===== config.mk =====
export PLATFORM = sky130hd
export DESIGN_NAME = dm_access_ctrl_flat
export DESIGN_NICKNAME = d
export VERILOG_FILES = /design/src/rtl/dm_access_pkg.sv /design/src/rtl/dm_access_ctrl_if.sv /design/src/rtl/dm_lane_align.sv /design/src/rtl/dm_access_ctrl.sv /design/src/flat_wrapper.sv
export SDC_FILE = /design/constraint.sdc
export NUM_CORES = 1
export LEC_CHECK = 0
export CELL_PAD_IN_SITES_DETAIL_PLACEMENT = 1
export CELL_PAD_IN_SITES_GLOBAL_PLACEMENT = 1
export CORE_ASPECT_RATIO = 1.4
export CORE_UTILIZATION = 37
export DETAILED_ROUTE_END_ITERATION = 16
export GPL_TIMING_DRIVEN = 1
export HOLD_SLACK_MARGIN = 0.15
export PLACE_DENSITY = 0.9
export SLEW_MARGIN = 5
export SYNTH_ARGS = -nofsm -noshare
export SYNTH_HDL_FRONTEND = slang
export SYNTH_HIERARCHICAL = 1
export SYNTH_SLANG_ARGS = --single-unit

===== constraint.sdc =====
create_clock -name clk -period 2.3 [get_ports clk]
set_clock_uncertainty 0.15 [all_clocks]
set_input_delay 0.46 -clock clk [delete_from_list [all_inputs] [get_ports clk]]
set_output_delay 0.46 -clock clk [all_outputs]
set_load 0.005 [all_outputs]

===== src/rtl/dm_access_pkg.sv =====
// Shared types for the data-memory access controller: size encodings, FSM states
// and the alignment rule applied when a request is accepted.
package dm_access_pkg;

  localparam int LANES = 4;

  typedef enum logic [1:0] {
    SZ_BYTE = 2'b00,
    SZ_HALF = 2'b01,
    SZ_WORD = 2'b10,
    SZ_ILL  = 2'b11
  } size_e;

  typedef enum logic [2:0] {
    ST_IDLE,
    ST_RD,
    ST_MRG,
    ST_WR,
    ST_RESP
  } state_e;

  // A request is rejected when the access would straddle a lane boundary or the size is unused.
  function automatic logic misaligned(input size_e size, input logic [1:0] off);
    case (size)
      SZ_BYTE: misaligned = 1'b0;
      SZ_HALF: misaligned = off[0];
      SZ_WORD: misaligned = (off != 2'b00);
      default: misaligned = 1'b1;
    endcase
  endfunction

endpackage


===== src/rtl/dm_access_ctrl_if.sv =====
// Request/response channel between the CPU datapath (master) and the access controller (slave).
interface dm_access_ctrl_if #(
  parameter int ADDR_WIDTH = 5
);
  logic                  req_valid;
  logic                  req_ready;
  logic                  req_we;
  logic [1:0]            req_size;
  logic                  req_signed;
  logic [ADDR_WIDTH+1:0] req_addr;
  logic [31:0]           req_wdata;
  logic                  resp_valid;
  logic [31:0]           resp_rdata;
  logic                  resp_err;

  modport master (
    output req_valid, req_we, req_size, req_signed, req_addr, req_wdata,
    input  req_ready, resp_valid, resp_rdata, resp_err
  );

  modport slave (
    input  req_valid, req_we, req_size, req_signed, req_addr, req_wdata,
    output req_ready, resp_valid, resp_rdata, resp_err
  );
endinterface


===== src/rtl/dm_lane_align.sv =====
// Combinational lane logic: pulls a byte/half out of a memory word with extension,
// and splices store data into a memory word for read-modify-write.
module dm_lane_align
  import dm_access_pkg::*;
(
  input  logic [31:0] word_i,
  input  logic [31:0] wdata_i,
  input  logic [1:0]  off_i,
  input  size_e       size_i,
  input  logic        signed_i,
  output logic [31:0] extract_o,
  output logic [31:0] merge_o
);

  logic [7:0]  byte_v;
  logic [15:0] half_v;

  // NOTE: every output and temporary gets a default before the case so no path infers a latch.
  always_comb begin
    byte_v    = 8'h00;
    half_v    = off_i[1] ? word_i[31:16] : word_i[15:0];
    extract_o = word_i;
    merge_o   = word_i;
    for (int k = 0; k < LANES; k++) begin
      if (off_i == k[1:0]) byte_v = word_i[8*k +: 8];
    end
    case (size_i)
      SZ_BYTE: begin
        extract_o = {{24{signed_i & byte_v[7]}}, byte_v};
        for (int k = 0; k < LANES; k++) begin
          if (off_i == k[1:0]) merge_o[8*k +: 8] = wdata_i[7:0];
        end
      end
      SZ_HALF: begin
        extract_o = {{16{signed_i & half_v[15]}}, half_v};
        if (off_i[1]) merge_o[31:16] = wdata_i[15:0];
        else          merge_o[15:0]  = wdata_i[15:0];
      end
      default: begin
        extract_o = word_i;
        merge_o   = wdata_i;
      end
    endcase
  end

endmodule


===== src/rtl/dm_access_ctrl.sv =====
// Byte-addressed load/store front end for the word-only DM: sub-word stores are
// done as read-modify-write, loads return aligned and extended data.
module dm_access_ctrl
  import dm_access_pkg::*;
#(
  parameter int ADDR_WIDTH = 5,
  parameter int DATA_WIDTH = 32
) (
  input  logic                  clk,
  input  logic                  rst_n,
  dm_access_ctrl_if.slave       bus,
  output logic                  dm_R,
  output logic                  dm_W,
  output logic [ADDR_WIDTH-1:0] dm_Addr,
  output logic [DATA_WIDTH-1:0] dm_W_data,
  input  logic [DATA_WIDTH-1:0] dm_R_data
);

  state_e                state_q, state_d;
  logic                  we_q, sgn_q, err_q;
  size_e                 size_q;
  logic [ADDR_WIDTH+1:0] addr_q;
  logic [DATA_WIDTH-1:0] wdata_q, rdata_q;
  logic [DATA_WIDTH-1:0] ext_w, mrg_w;
  logic                  accept;
  logic                  req_bad;

  assign accept  = bus.req_valid && (state_q == ST_IDLE);
  assign req_bad = misaligned(size_e'(bus.req_size), bus.req_addr[1:0]);

  dm_lane_align u_align (
    .word_i    (dm_R_data),
    .wdata_i   (wdata_q),
    .off_i     (addr_q[1:0]),
    .size_i    (size_q),
    .signed_i  (sgn_q),
    .extract_o (ext_w),
    .merge_o   (mrg_w)
  );

  always_comb begin
    state_d = state_q;
    case (state_q)
      ST_IDLE: begin
        if (accept) begin
          if (req_bad)                                           state_d = ST_RESP;
          else if (bus.req_we && (size_e'(bus.req_size) == SZ_WORD)) state_d = ST_WR;
          else                                                   state_d = ST_RD;
        end
      end
      ST_RD:   state_d = ST_MRG;
      ST_MRG:  state_d = we_q ? ST_WR : ST_RESP;
      ST_WR:   state_d = ST_RESP;
      ST_RESP: state_d = ST_IDLE;
      default: state_d = ST_IDLE;
    endcase
  end

  // NOTE: all state uses non-blocking assignments; the DM strobes decode from state_q
  // alone, so reset drops them at once and an abandoned merge never reaches ST_WR.
  always_ff @(posedge clk or negedge rst_n) begin
    if (!rst_n) begin
      state_q <= ST_IDLE;
      we_q    <= 1'b0;
      sgn_q   <= 1'b0;
      err_q   <= 1'b0;
      size_q  <= SZ_BYTE;
      addr_q  <= '0;
      wdata_q <= '0;
      rdata_q <= '0;
    end else begin
      state_q <= state_d;
      if (accept) begin
        we_q    <= bus.req_we;
        sgn_q   <= bus.req_signed;
        err_q   <= req_bad;
        size_q  <= size_e'(bus.req_size);
        addr_q  <= bus.req_addr;
        wdata_q <= bus.req_wdata;
      end
      // Stores reuse wdata_q to hold the merged word for the write-back cycle.
      if (state_q == ST_MRG) begin
        if (we_q) wdata_q <= mrg_w;
        else      rdata_q <= ext_w;
      end
    end
  end

  assign bus.req_ready  = (state_q == ST_IDLE);
  assign bus.resp_valid = (state_q == ST_RESP);
  assign bus.resp_err   = (state_q == ST_RESP) && err_q;
  assign bus.resp_rdata = rdata_q;

  assign dm_R      = (state_q == ST_RD);
  assign dm_W      = (state_q == ST_WR);
  assign dm_Addr   = addr_q[ADDR_WIDTH+1:2];
  assign dm_W_data = wdata_q;

endmodule


===== src/flat_wrapper.sv =====
// flat-port wrapper written by rule: the top's interface ports become plain ports
module dm_access_ctrl_flat import dm_access_pkg::*;
#(
  parameter int ADDR_WIDTH = 5,
  parameter int DATA_WIDTH = 32
)
  (clk, rst_n, dm_R, dm_W, dm_Addr, dm_W_data, dm_R_data, bus_req_valid, bus_req_we, bus_req_size, bus_req_signed, bus_req_addr, bus_req_wdata, bus_req_ready, bus_resp_valid, bus_resp_rdata, bus_resp_err);
  dm_access_ctrl_if #(.ADDR_WIDTH(ADDR_WIDTH)) bus_i ();
  input  logic clk;
  input  logic rst_n;
  output logic dm_R;
  output logic dm_W;
  output logic [ADDR_WIDTH-1:0] dm_Addr;
  output logic [DATA_WIDTH-1:0] dm_W_data;
  input  logic [DATA_WIDTH-1:0] dm_R_data;
  input wire logic [$bits(bus_i.req_valid)-1:0] bus_req_valid;
  input wire logic [$bits(bus_i.req_we)-1:0] bus_req_we;
  input wire logic [$bits(bus_i.req_size)-1:0] bus_req_size;
  input wire logic [$bits(bus_i.req_signed)-1:0] bus_req_signed;
  input wire logic [$bits(bus_i.req_addr)-1:0] bus_req_addr;
  input wire logic [$bits(bus_i.req_wdata)-1:0] bus_req_wdata;
  output wire logic [$bits(bus_i.req_ready)-1:0] bus_req_ready;
  output wire logic [$bits(bus_i.resp_valid)-1:0] bus_resp_valid;
  output wire logic [$bits(bus_i.resp_rdata)-1:0] bus_resp_rdata;
  output wire logic [$bits(bus_i.resp_err)-1:0] bus_resp_err;
  assign bus_i.req_valid = bus_req_valid;
  assign bus_i.req_we = bus_req_we;
  assign bus_i.req_size = bus_req_size;
  assign bus_i.req_signed = bus_req_signed;
  assign bus_i.req_addr = bus_req_addr;
  assign bus_i.req_wdata = bus_req_wdata;
  assign bus_req_ready = bus_i.req_ready;
  assign bus_resp_valid = bus_i.resp_valid;
  assign bus_resp_rdata = bus_i.resp_rdata;
  assign bus_resp_err = bus_i.resp_err;
  dm_access_ctrl #(.ADDR_WIDTH(ADDR_WIDTH), .DATA_WIDTH(DATA_WIDTH)) u_core (.clk(clk), .rst_n(rst_n), .bus(bus_i), .dm_R(dm_R), .dm_W(dm_W), .dm_Addr(dm_Addr), .dm_W_data(dm_W_data), .dm_R_data(dm_R_data));
endmodule

# Word level (Yosys, flattened, before mapping)
# Cells that the tools add are included.
[word_totals]
reg_bits = 79
out_inout_bits = 74
word_cells = 60
[classes]
eq_ne = 14
muxes = 22
n_bitwise = 3
n_reduce_logical = 11
[op_table]
columns = ["operator", "count"]
rows = [
  ["$pmux 32 s2", 2],
  ["$mux 32", 3],
  ["$mux 8", 8],
  ["$mux 16", 3],
  ["$ne 4x4->1 const B", 3],
  ["$pmux 3 s4", 1],
  ["$mux 3", 3],
  ["$eq 2x1->1 const B", 3],
  ["$eq 2x2->1 const B", 3],
  ["$eq 3x2->1 const B", 2],
  ["$logic_not 2->1", 3],
  ["$reduce_and 2->1", 2],
  ["$eq 3x1->1 const B", 1],
  ["$eq 3x3->1 const B", 1],
  ["$logic_and 1x1->1", 3],
  ["$logic_not 3->1", 1],
  ["$pmux 1 s3", 1],
  ["$reduce_and 3->1", 1],
  ["$and 1x1->1", 2],
  ["$mux 2", 1],
  ["$ne 2x1->1 const B", 1],
  ["$reduce_bool 2->1", 1],
  ["$not 1->1", 1],
]

# Longest topological paths before layout
# Gate-level depths: netlist (run 1).
[logic_depth]
word_depth = 7
depth_mapped = 8
depth_no_buf = 6

# Modules after synthesis
# The synthesis (run 1) kept the hierarchy.
[by_module_without_submodules]
columns = ["module", "n_inst", "cells_each", "area_each_um2"]
rows = [
  ["dm_access_ctrl", 1, 267, 3523.4],
  ["dm_lane_align", 1, 224, 1661.6],
]

# Least setup slack after synthesis (run 1)
# Ideal clock, no wire load.
[synth_path]
kind = "flip-flop to flip-flop"
startpoint = "reg u_core.addr_q[1]"
endpoint = "reg u_core.rdata_q[31] (netlist: u_core/bus.resp_rdata[31])"
arrival_ns = 1.762
slack_ns = 0.323
path_stages_with_launch = 9
path_buffers = 3
path_cell_list = "dfrtp_1 buf_6 nor2b_4 buf_6 a22o_4 o41a_4 buf_6 nand2_1 mux2_2"
[synth_between]
elab_chain_len = 7
elab_cells_between_ends = 12
[synth_rtl]
columns = ["element", "line_no", "source"]
rows = [
  ["from (decl)", "dm_access_ctrl.sv:22", "logic [ADDR_WIDTH+1:0] addr_q;"],
  ["from (signal assigned)", "dm_access_ctrl.sv:78", "addr_q <= bus.req_addr;"],
  ["$logic_not 2->1", "dm_lane_align.sv:25", "if (off_i == k[1:0]) byte_v = word_i[8*k +: 8];"],
  ["$mux 8 (4 in series)", "dm_lane_align.sv:25", ""],
  ["$and 1x1->1", "dm_lane_align.sv:29", "extract_o = {{24{signed_i & byte_v[7]}}, byte_v};"],
  ["$pmux 32 s2 (*)", "dm_lane_align.sv:27", "case (size_i)"],
  ["via u_core.ext_w[31]", "dm_access_ctrl.sv:24", "logic [DATA_WIDTH-1:0] ext_w, mrg_w;"],
  ["to (signal assigned)", "dm_access_ctrl.sv:84", "else rdata_q <= ext_w;"],
  ["to (decl)", "dm_access_ctrl.sv:23", "logic [DATA_WIDTH-1:0] wdata_q, rdata_q;"],
]
# The timed path passes the listed nets; every way through them passes the cells marked *.
# A chain may end at the register's enable or synchronous reset.

# Worst setup path in the final report (run 1)
[layout_path]
startpoint = "reg u_core.state_q[0]"
endpoint = "out dm_R"
[layout_between]
elab_chain_len = 1
[layout_rtl]
columns = ["element", "line_no", "source"]
rows = [
  ["from (decl)", "dm_access_ctrl.sv:19", "state_e state_q, state_d;"],
  ["from (signal assigned)", "dm_access_ctrl.sv:72", "state_q <= state_d;"],
  ["$eq 3x1->1", "dm_access_ctrl.sv:94", "assign dm_R = (state_q == ST_RD);"],
  ["to (decl)", "flat_wrapper.sv:11", "output logic dm_R;"],
]
# No other way between the ends.

==> out/metrics.yaml, run 1 <==
path_class: "reg2out"
synthCells: 491
synth_area_um2: 5185
io_pins: 152
synth.most_common_cell: "nand2_1"
vias_per_cell: 5.633
grt_max_degree: 45
track_usage_pct: 25.73
holdPathStages: 1
die_h_um: 142.1
synth_ff_type: "dfrtp_1"
critPathLaunchType: "flop"
wirelength_mm: 17.87
avgSynthCellArea_um2: 10.56
p_sw_mw: 3.983
fin_nets: 731
core-area_um2: 13510
synth_cell_types: 49
first_global_vias: 5319
rrSetupSlack_ps: 170
rsz0062_at_grt: "no"
ys_async_sr_fraction_pct: 100.0
synth_edf_count: 0
fill_cells: 1509
worst_pin_slew_ps: 628.5
post-route-period-util_pct: 97.23
htreeDepth: 3
crit_chain: "or2b_1 -> nor2_1 -> clkdlybuf4s50_1"
clock_sinks: 79
seq_area_um2: 1982
r2r-end: "u_core/bus.resp_rdata[12]"
dp_hpwl_mm: 13.64
portBuffers: 151
crit_path_max_incr_delay_ps: 510
root_buffer: "clkbuf_16"
ir_drop_mv: 0.5663
preCtsSetupSlack_ps: -50.49
finalWorstSetupSlack_ps: 63.60
start_util_pct: 38.37
finalHoldViolations: 0
numCtsBuffers: 9
leakagePower_nw: 3.090
row_count: 50
clockBufferDepth: 2
r2r-start: "u_core/addr_q[1]"
cts.clk_slew.worst_paths_ps: 60
cts_tree: "done"
p_seq_share_pct: 28.0
dpl.cell_count: 821
slew_viol_final: 0
crit_arrival_ps: 1630
grt_pass1_wl_mm: 28.17
period_minus_slack_ps: 2236
p_per_area_nw_per_um2: 1396
maxCapViolCount: 0
power_frac_comb_pct: 57.6
drive_gt1_share_pct: 22.34
drt-initial-drc-count: 294
synth_top_area_share_pct: 38.13
synth_common_cells: "82 x nand2_1, 79 x dfrtp_1, 65 x mux2i_1"
pwr-share-clk_pct: 14.5
netlist_top_cells_area: "dfrtp_1 38%, mux2i_1 13%, mux2_2 11%"
cp.required_ps: 1690
total_power_mw: 10.18
clock_latency_ps: 350
finalSetupViolCount: 0
vias: 4732
yosys_warnings: 6
synth_largest_area_cell: "dfrtp_1"
internal-power_mw: 6.202
netSwitchingFraction_pct: 39.11
relSlewSlack_pct: 58.10
die_w_um: 102.0
wl_per_cell_um: 21.27
antenna_cells: 0
stdcell_count: 840
min_path_type: "reg2reg"
synth_seq_cells: 79
multiInputGateArea_um2: 2819
max_freq_mhz: 447.1
first_pass_iters: 6
status: "finished, final reports clean"
cp-end-kind: "primary output"
yosysSeqAreaShare_pct: 38.13
postSynthNetCount: 569
gp_congestion: 0.8572
grt.overflow.total: 0
reg2regPathDepth: 5
setup_tns_ps: 0
drt.antenna.violating_nets: 0
die-area_um2: 14500
slowest_stage: "clkdlybuf4s50_1"
min_to: "u_core/bus.resp_rdata[0]"
antenna_found_initial: 0
drc: 0
worstHoldStart: "u_core/bus.resp_rdata[0]"
areaGrowthSynthToFinish_pct: 40.73
worst-path-max-fanout: 5
-- worst max-delay path, delay by kind of cell (launching register included) --
family / cells / cell delay [ps]
buffers and inverters: 1 / 510
flip-flops: 1 / 410
AND/OR/NAND/NOR: 2 / 360
-- worst max-delay path by stage --
stage	from	to	slack, ps	cells after the start
after floorplan	u_core/addr_q[1]	u_core/bus.resp_rdata[31]	320	8
after global placement	dm_R_data[7]	u_core/bus.resp_rdata[27]	10	6
after detailed placement	dm_R_data[15]	u_core/bus.resp_rdata[17]	-50	6
after CTS	u_core/state_q[2]	bus_resp_err	20	2
after global routing	u_core/state_q[1]	bus_req_ready	20	3
final	u_core/state_q[0]	dm_R	60	3
-- layout by cell type, fill, tap and decap left out, drive strengths merged, types with 7 or more instances in the layout --
cell type | synthesis | layout
o22ai | 8 | 8
mux2i | 65 | 65
nor2 | 12 | 12
dfrtp | 79 | 79
clkdlybuf4s50 | 0 | 150
a222oi | 7 | 7
mux2 | 52 | 52
nor2b | 9 | 9
o21ai | 34 | 34
mux4 | 7 | 7
a22o | 9 | 9
nand2 | 83 | 83
o221ai | 16 | 16
a211oi | 8 | 8
clkbuf | 17 | 11
a221o | 10 | 10
buf | 30 | 47
inv | 12 | 12
-- per-stage QoR --
stage	instance area (µm²)	utilization (%)	hold slack, ps
final	7297	54.00	355.2
after global routing	7297	54.00	372.6
after CTS	7296	53.99	360.0
after detailed placement	6957	51.48	345.0
after global placement	6957	51.48	337.8
after floorplan	5185	-	14.41
-- final cells by class --
cell class	count	share of cell area [%]
clock buffer	11	3.464
sequential	79	27.16
timing repair buffer	198	26.23
multi-input combinational	353	38.63
inverter	12	0.6173
clock inverter	5	0.7716
tap	182	3.121
-- sequential cells by signal, indices dropped and copies added (netlist names) --
signal,flops
u_core/we_q,1
u_core/dm_W_data,32
u_core/state_q,3
u_core/addr_q,7
u_core/bus.resp_rdata,32
u_core/sgn_q,1
u_core/err_q,1
u_core/size_q,2
-- kinds of logic after synthesis --
family,Yosys count,synth area share (%)
muxes,124,26.88
buffers and inverters,59,7.577
and+or+nand+nor,128,12.33
DFF,79,38.13
AOI/OAI and AO/OA,101,15.08
-- repair_timing --
item,4_1_cts,5_1_grt
hold buffers,1,0
pin swaps,0,0
setup buffers,2,0
hold endpoints to repair,43,0
setup endpoints to repair,4,2
gates resized for setup,2,1
-- power by group through the flow --
stage	Clock [mW]	Sequential, mW	Combinational [mW]
3_5_place_dp	0	2.87	5.77
6_report	1.47	2.85	5.86
2_1_floorplan	0	2.59	3.67
5_1_grt	1.56	2.94	6.30
3_3_place_gp	0	2.80	5.47
4_1_cts	1.51	2.85	5.86
-- routing by layer --
layer  up-vias  GRT usage [%]  wire (µm)
li1       2125              -          -
met1      2346          30.08       6996
met2       204          44.08       9204
met3        57          3.929        804
met4         0          14.81        862
met5         -              0          0
Power figures use the tool's default switching activity.
==> inputs of run 2 (changes only) <==
--- a/config.mk
+++ b/config.mk
@@ -12,7 +12,7 @@
 export DETAILED_ROUTE_END_ITERATION = 16
 export GPL_TIMING_DRIVEN = 1
 export HOLD_SLACK_MARGIN = 0.15
-export PLACE_DENSITY = 0.9
+export PLACE_DENSITY = 0.91
 export SLEW_MARGIN = 5
 export SYNTH_ARGS = -nofsm -noshare
 export SYNTH_HDL_FRONTEND = slang
==> out/metrics.yaml, run 2 (synthesized netlist as in run 1, its figures left out) <==
fin_hold_ws_ps: 351.5
crit_chain: "nor2_2 -> and3_1 -> clkdlybuf4s50_1"
drive_gt1_share_pct: 22.58
track_usage_pct: 25.91
numCtsBuffers: 9
slew_viol_final: 0
cts_tree: "done"
final_cell_mix: "150 x clkdlybuf4s50_1, 82 x nand2_1, 75 x dfrtp_1"
drt-initial-drc-count: 204
grt.overflow.total: 0
relSlewSlack_pct: 56.00
die_h_um: 142.1
finalHoldViolations: 0
clockBufferDepth: 2
wl_met1_mm: 7.237
antenna_cells: 0
htreeDepth: 3
internal-power_mw: 6.148
clock_sinks: 79
stdcell_count: 842
wl_per_cell_um: 21.41
power_frac_comb_pct: 58.0
cp.required_ps: 1690
final_common_cell: "clkdlybuf4s50_1"
wirelength_mm: 18.03
fill_cells: 1540
vias_per_cell: 5.613
grt_pass1_wl_mm: 28.51
critPathLaunchType: "flop"
pwr-share-clk_pct: 14.1
antenna_found_initial: 0
leakagePower_nw: 3.094
dp_hpwl_mm: 13.49
first_global_vias: 5147
min_path_type: "reg2reg"
worst-path-max-fanout: 5
holdPathStages: 1
fin_util_pct: 53.99
max_freq_mhz: 447.5
grt_max_degree: 59
p_seq_share_pct: 28.0
status: "finished, final reports clean"
r2r-end: "u_core/dm_W_data[11]"
cp-end-kind: "primary output"
p_sw_mw: 3.960
p_per_area_nw_per_um2: 1386
ir_drop_mv: 0.5479
worstHoldStart: "u_core/bus.resp_rdata[24]"
path_class: "reg2out"
period_minus_slack_ps: 2235
start_util_pct: 38.37
worst_pin_slew_ps: 657.6
min_to: "u_core/bus.resp_rdata[24]"
cts.clk_slew.worst_paths_ps: 60
first_pass_iters: 5
drc: 0
finalSetupViolCount: 0
top_layer_used: "met4"
root_buffer: "clkbuf_16"
reg2regPathDepth: 7
crit_path_max_incr_delay_ps: 510
fin_nets: 734
io_pins: 152
die-area_um2: 14500
dpl.cell_count: 825
met3_length_um: 782
rsz0062_at_grt: "no"
slowest_stage: "clkdlybuf4s50_1"
maxCapViolCount: 0
vias: 4726
total_power_mw: 10.11
clock_latency_ps: 340
drt.antenna.violating_nets: 0
r2r-start: "u_core/size_q[0]"
die_w_um: 102.0
core-area_um2: 13510
post-route-period-util_pct: 97.16
portBuffers: 151
netSwitchingFraction_pct: 39.18
row_count: 50
gp_congestion: 0.8398
wl_met2_mm: 9.390
crit_arrival_ps: 1620
rrSetupSlack_ps: 110
areaGrowthSynthToFinish_pct: 40.71
run 2: how the worst max path moves through the flow:
stage                     cells past startpoint         startpoint  slack (ps)                         to
after global routing                          3  u_core/state_q[0]           3               bus_resp_err
final                                         3  u_core/state_q[0]          70               bus_resp_err
after CTS                                     5   u_core/size_q[1]         0.8  u_core/bus.resp_rdata[11]
after detailed placement                      7      dm_R_data[15]         -60  u_core/bus.resp_rdata[12]
after floorplan                               8   u_core/addr_q[1]         320  u_core/bus.resp_rdata[31]
after global placement                        6      dm_R_data[15]           6  u_core/bus.resp_rdata[27]
run 2: critical path: cells and delay by family (launching register included):
| kind | cells | cell delay, ps |
|---|---|---|
| buffers and inverters | 1 | 510 |
| DFF | 1 | 420 |
| and+or+nand+nor | 2 | 350 |
run 2: metal layers:
layer | vias to the layer above | global-route usage (%)
met5 | - | 0
met4 | 0 | 11.88
met3 | 51 | 4.273
met2 | 182 | 44.68
met1 | 2357 | 31.12
li1 | 2136 | -
run 2: power groups by stage:
| stage | combinational [mW] | sequential [mW] | clock [mW] |
|---|---|---|---|
| after floorplan | 3.67 | 2.59 | 0 |
| after global placement | 5.49 | 2.79 | 0 |
| after detailed placement | 5.75 | 2.84 | 0 |
| after CTS | 5.84 | 2.83 | 1.45 |
| after global routing | 6.28 | 2.93 | 1.49 |
| final | 5.86 | 2.83 | 1.42 |
run 2: final cells by class:
type                       instances  area, µm²  share of cell area (%)
clock buffer                      11      242.7                   3.327
clock inverter                     4      47.55                  0.6517
inverter                          12      45.04                  0.6174
multi-input combinational        353       2823                   38.69
sequential                        79       1982                   27.17
tap                              182      227.7                   3.121
timing repair buffer             201       1928                   26.43
run 2: through the flow:
step                TNS [ps]  area, µm²  worst slack [ps]
floorplan                  0       5185             323.1
global placement           0       6974             5.829
detailed placement    -888.2       6974            -61.52
CTS                        0       7287            0.7736
global route               0       7296             2.515
finish                     0       7296             65.30
run 2: repair_timing:
action                                  4_1_cts  5_1_grt
endpoints found under the hold margin        29        0
pin swaps                                     0        0
gates resized for setup                       3        2
setup buffers                                 1        0
hold buffers                                  1        0
endpoints found under the setup margin        3       14
==> inputs of run 3 (changes only) <==
--- a/config.mk
+++ b/config.mk
@@ -8,11 +8,12 @@
 export CELL_PAD_IN_SITES_DETAIL_PLACEMENT = 1
 export CELL_PAD_IN_SITES_GLOBAL_PLACEMENT = 1
 export CORE_ASPECT_RATIO = 1.4
-export CORE_UTILIZATION = 37
+export CORE_UTILIZATION = 40
 export DETAILED_ROUTE_END_ITERATION = 16
 export GPL_TIMING_DRIVEN = 1
 export HOLD_SLACK_MARGIN = 0.15
-export PLACE_DENSITY = 0.91
+export PLACE_DENSITY = 0.95
+export SKIP_CTS_REPAIR_TIMING = 1
 export SLEW_MARGIN = 5
 export SYNTH_ARGS = -nofsm -noshare
 export SYNTH_HDL_FRONTEND = slang
==> constraint.sdc (replaced) <==
create_clock -name clk -period 2.6 [get_ports clk]
set_clock_uncertainty 0.15 [all_clocks]
set_input_delay 0.52 -clock clk [delete_from_list [all_inputs] [get_ports clk]]
set_output_delay 0.52 -clock clk [all_outputs]
set_load 0.005 [all_outputs]
==> out/metrics.yaml, run 3 (synthesized netlist as in run 1, its figures left out) <==
finalWorstSetupSlack_ps: 152.9
die-area_um2: 13430
worstSetupStartpoint: "u_core/state_q[1]"
min_to: "u_core/bus.resp_rdata[16]"
reg2regPathDepth: 6
period_minus_slack_ps: 2447
grt_pass1_wl_mm: 30.64
wl_per_cell_um: 24.63
drt-initial-drc-count: 308
drt.antenna.violating_nets: 0
critPathLaunchType: "flop"
relSlewSlack_pct: 23.06
track_usage_pct: 30.41
io_pins: 152
status: "complete, but fails checks"
antenna_cells: 0
grt.overflow.total: 0
rrSetupSlack_ps: 190
r2r-start: "u_core/size_q[1]"
vias_per_cell: 6.077
cp-end-kind: "primary output"
p_per_area_nw_per_um2: 1268
portBuffers: 151
maxCapViolCount: 0
post-route-period-util_pct: 94.12
cts.clk_slew.worst_paths_ps: 60
clock_sinks: 79
clockBufferDepth: 2
row_count: 48
finalSetupViolCount: 0
worst-path-max-fanout: 11
max_freq_mhz: 408.6
leakagePower_nw: 2.996
crit_arrival_ps: 1780
first_pass_iters: 13
preCtsSetupSlack_ps: 89.42
violations: "DRC"
cp.required_ps: 1930
slew_viol_final: 0
drc: 3
rsz0062_at_grt: "no"
worstHoldStart: "u_core/bus.resp_rdata[16]"
root_buffer: "clkbuf_16"
final_common_cell: "clkdlybuf4s50_1"
die_h_um: 136.7
antenna_found_initial: 0
drive_gt1_share_pct: 20.09
core-area_um2: 12490
dp_hpwl_mm: 14.37
wirelength_mm: 19.51
r2r-end: "u_core/dm_W_data[8]"
final_cell_mix: "150 x clkdlybuf4s50_1, 82 x nand2_1, 76 x dfrtp_1"
grt_max_degree: 66
die_w_um: 98.23
min_path_type: "reg2reg"
cts_tree: "done"
finalHoldViolations: 0
start_util_pct: 41.51
path_class: "reg2out"
numCtsBuffers: 9
fill_cells: 1374
first_global_vias: 5466
holdPathStages: 1
gp_congestion: 0.9030
htreeDepth: 3
setup_tns_ps: 0
ir_drop_mv: 0.5165
fin_nets: 715
worst_pin_slew_ps: 1152
areaGrowthSynthToFinish_pct: 37.04
clock_latency_ps: 340
vias: 4813
-- run 3: cell count changes in the layout (fill, tap and decap cells not counted), sizes merged --
cell and change:
buf -19, clkinvlp +1, bufinv -1, clkbuf +1
-- run 3: where the power goes --
group	switching, mW	internal, mW	leakage [nW]
clock network	0.536	0.726	0.141
logic	2.43	2.77	1.90
registers	0.695	1.84	0.955
total	3.67	5.34	3.00
-- run 3: routing by layer --
layer  vias to the layer above  track usage (%)  wire length [µm]
met3                        75            6.129               990
met1                      2429            34.42              7487
met4                         0            19.82              1132
met5                         -                0                 0
met2                       218            52.31              9898
li1                       2091                -                 -
-- run 3: area by class of cell --
cell class / count / area, µm² / area share, %
clock buffer: 12 / 266.5 / 3.751
clock inverter: 4 / 28.78 / 0.4050
inverter: 12 / 45.04 / 0.6339
multi-input combinational: 353 / 2815 / 39.62
sequential: 79 / 1981 / 27.87
tap: 150 / 187.7 / 2.641
timing repair buffer: 182 / 1782 / 25.07
-- run 3: worst max path at each step --
stage                                      endpoint  cells after the start
final                                  bus_resp_err                      3
after global routing                           dm_R                      3
after CTS                                      dm_R                      3
after detailed placement  u_core/bus.resp_rdata[22]                      6
after floorplan           u_core/bus.resp_rdata[31]                      8
after global placement    u_core/bus.resp_rdata[27]                      6
-- run 3: critical path: stages (launching register included) --
cell and delay [ps]:
dfrtp_1 510, nor2_1 240, and3_1 180, clkdlybuf4s50_1 490
-- run 3: metrics by stage --
step | utilization, % | hold slack [ps] | cells | instance area [µm²] | total power [mW]
global placement | 54.43 | 335.1 | 775 | 6799 | 7.303
detailed placement | 54.43 | 349.1 | 775 | 6799 | 7.635
CTS | 56.79 | 15.94 | 791 | 7094 | 8.967
global route | 56.88 | 376.5 | 792 | 7106 | 9.483
floorplan | - | 74.41 | 491 | 5185 | 5.536
finish | 56.88 | 359.9 | 792 | 7106 | 9.007
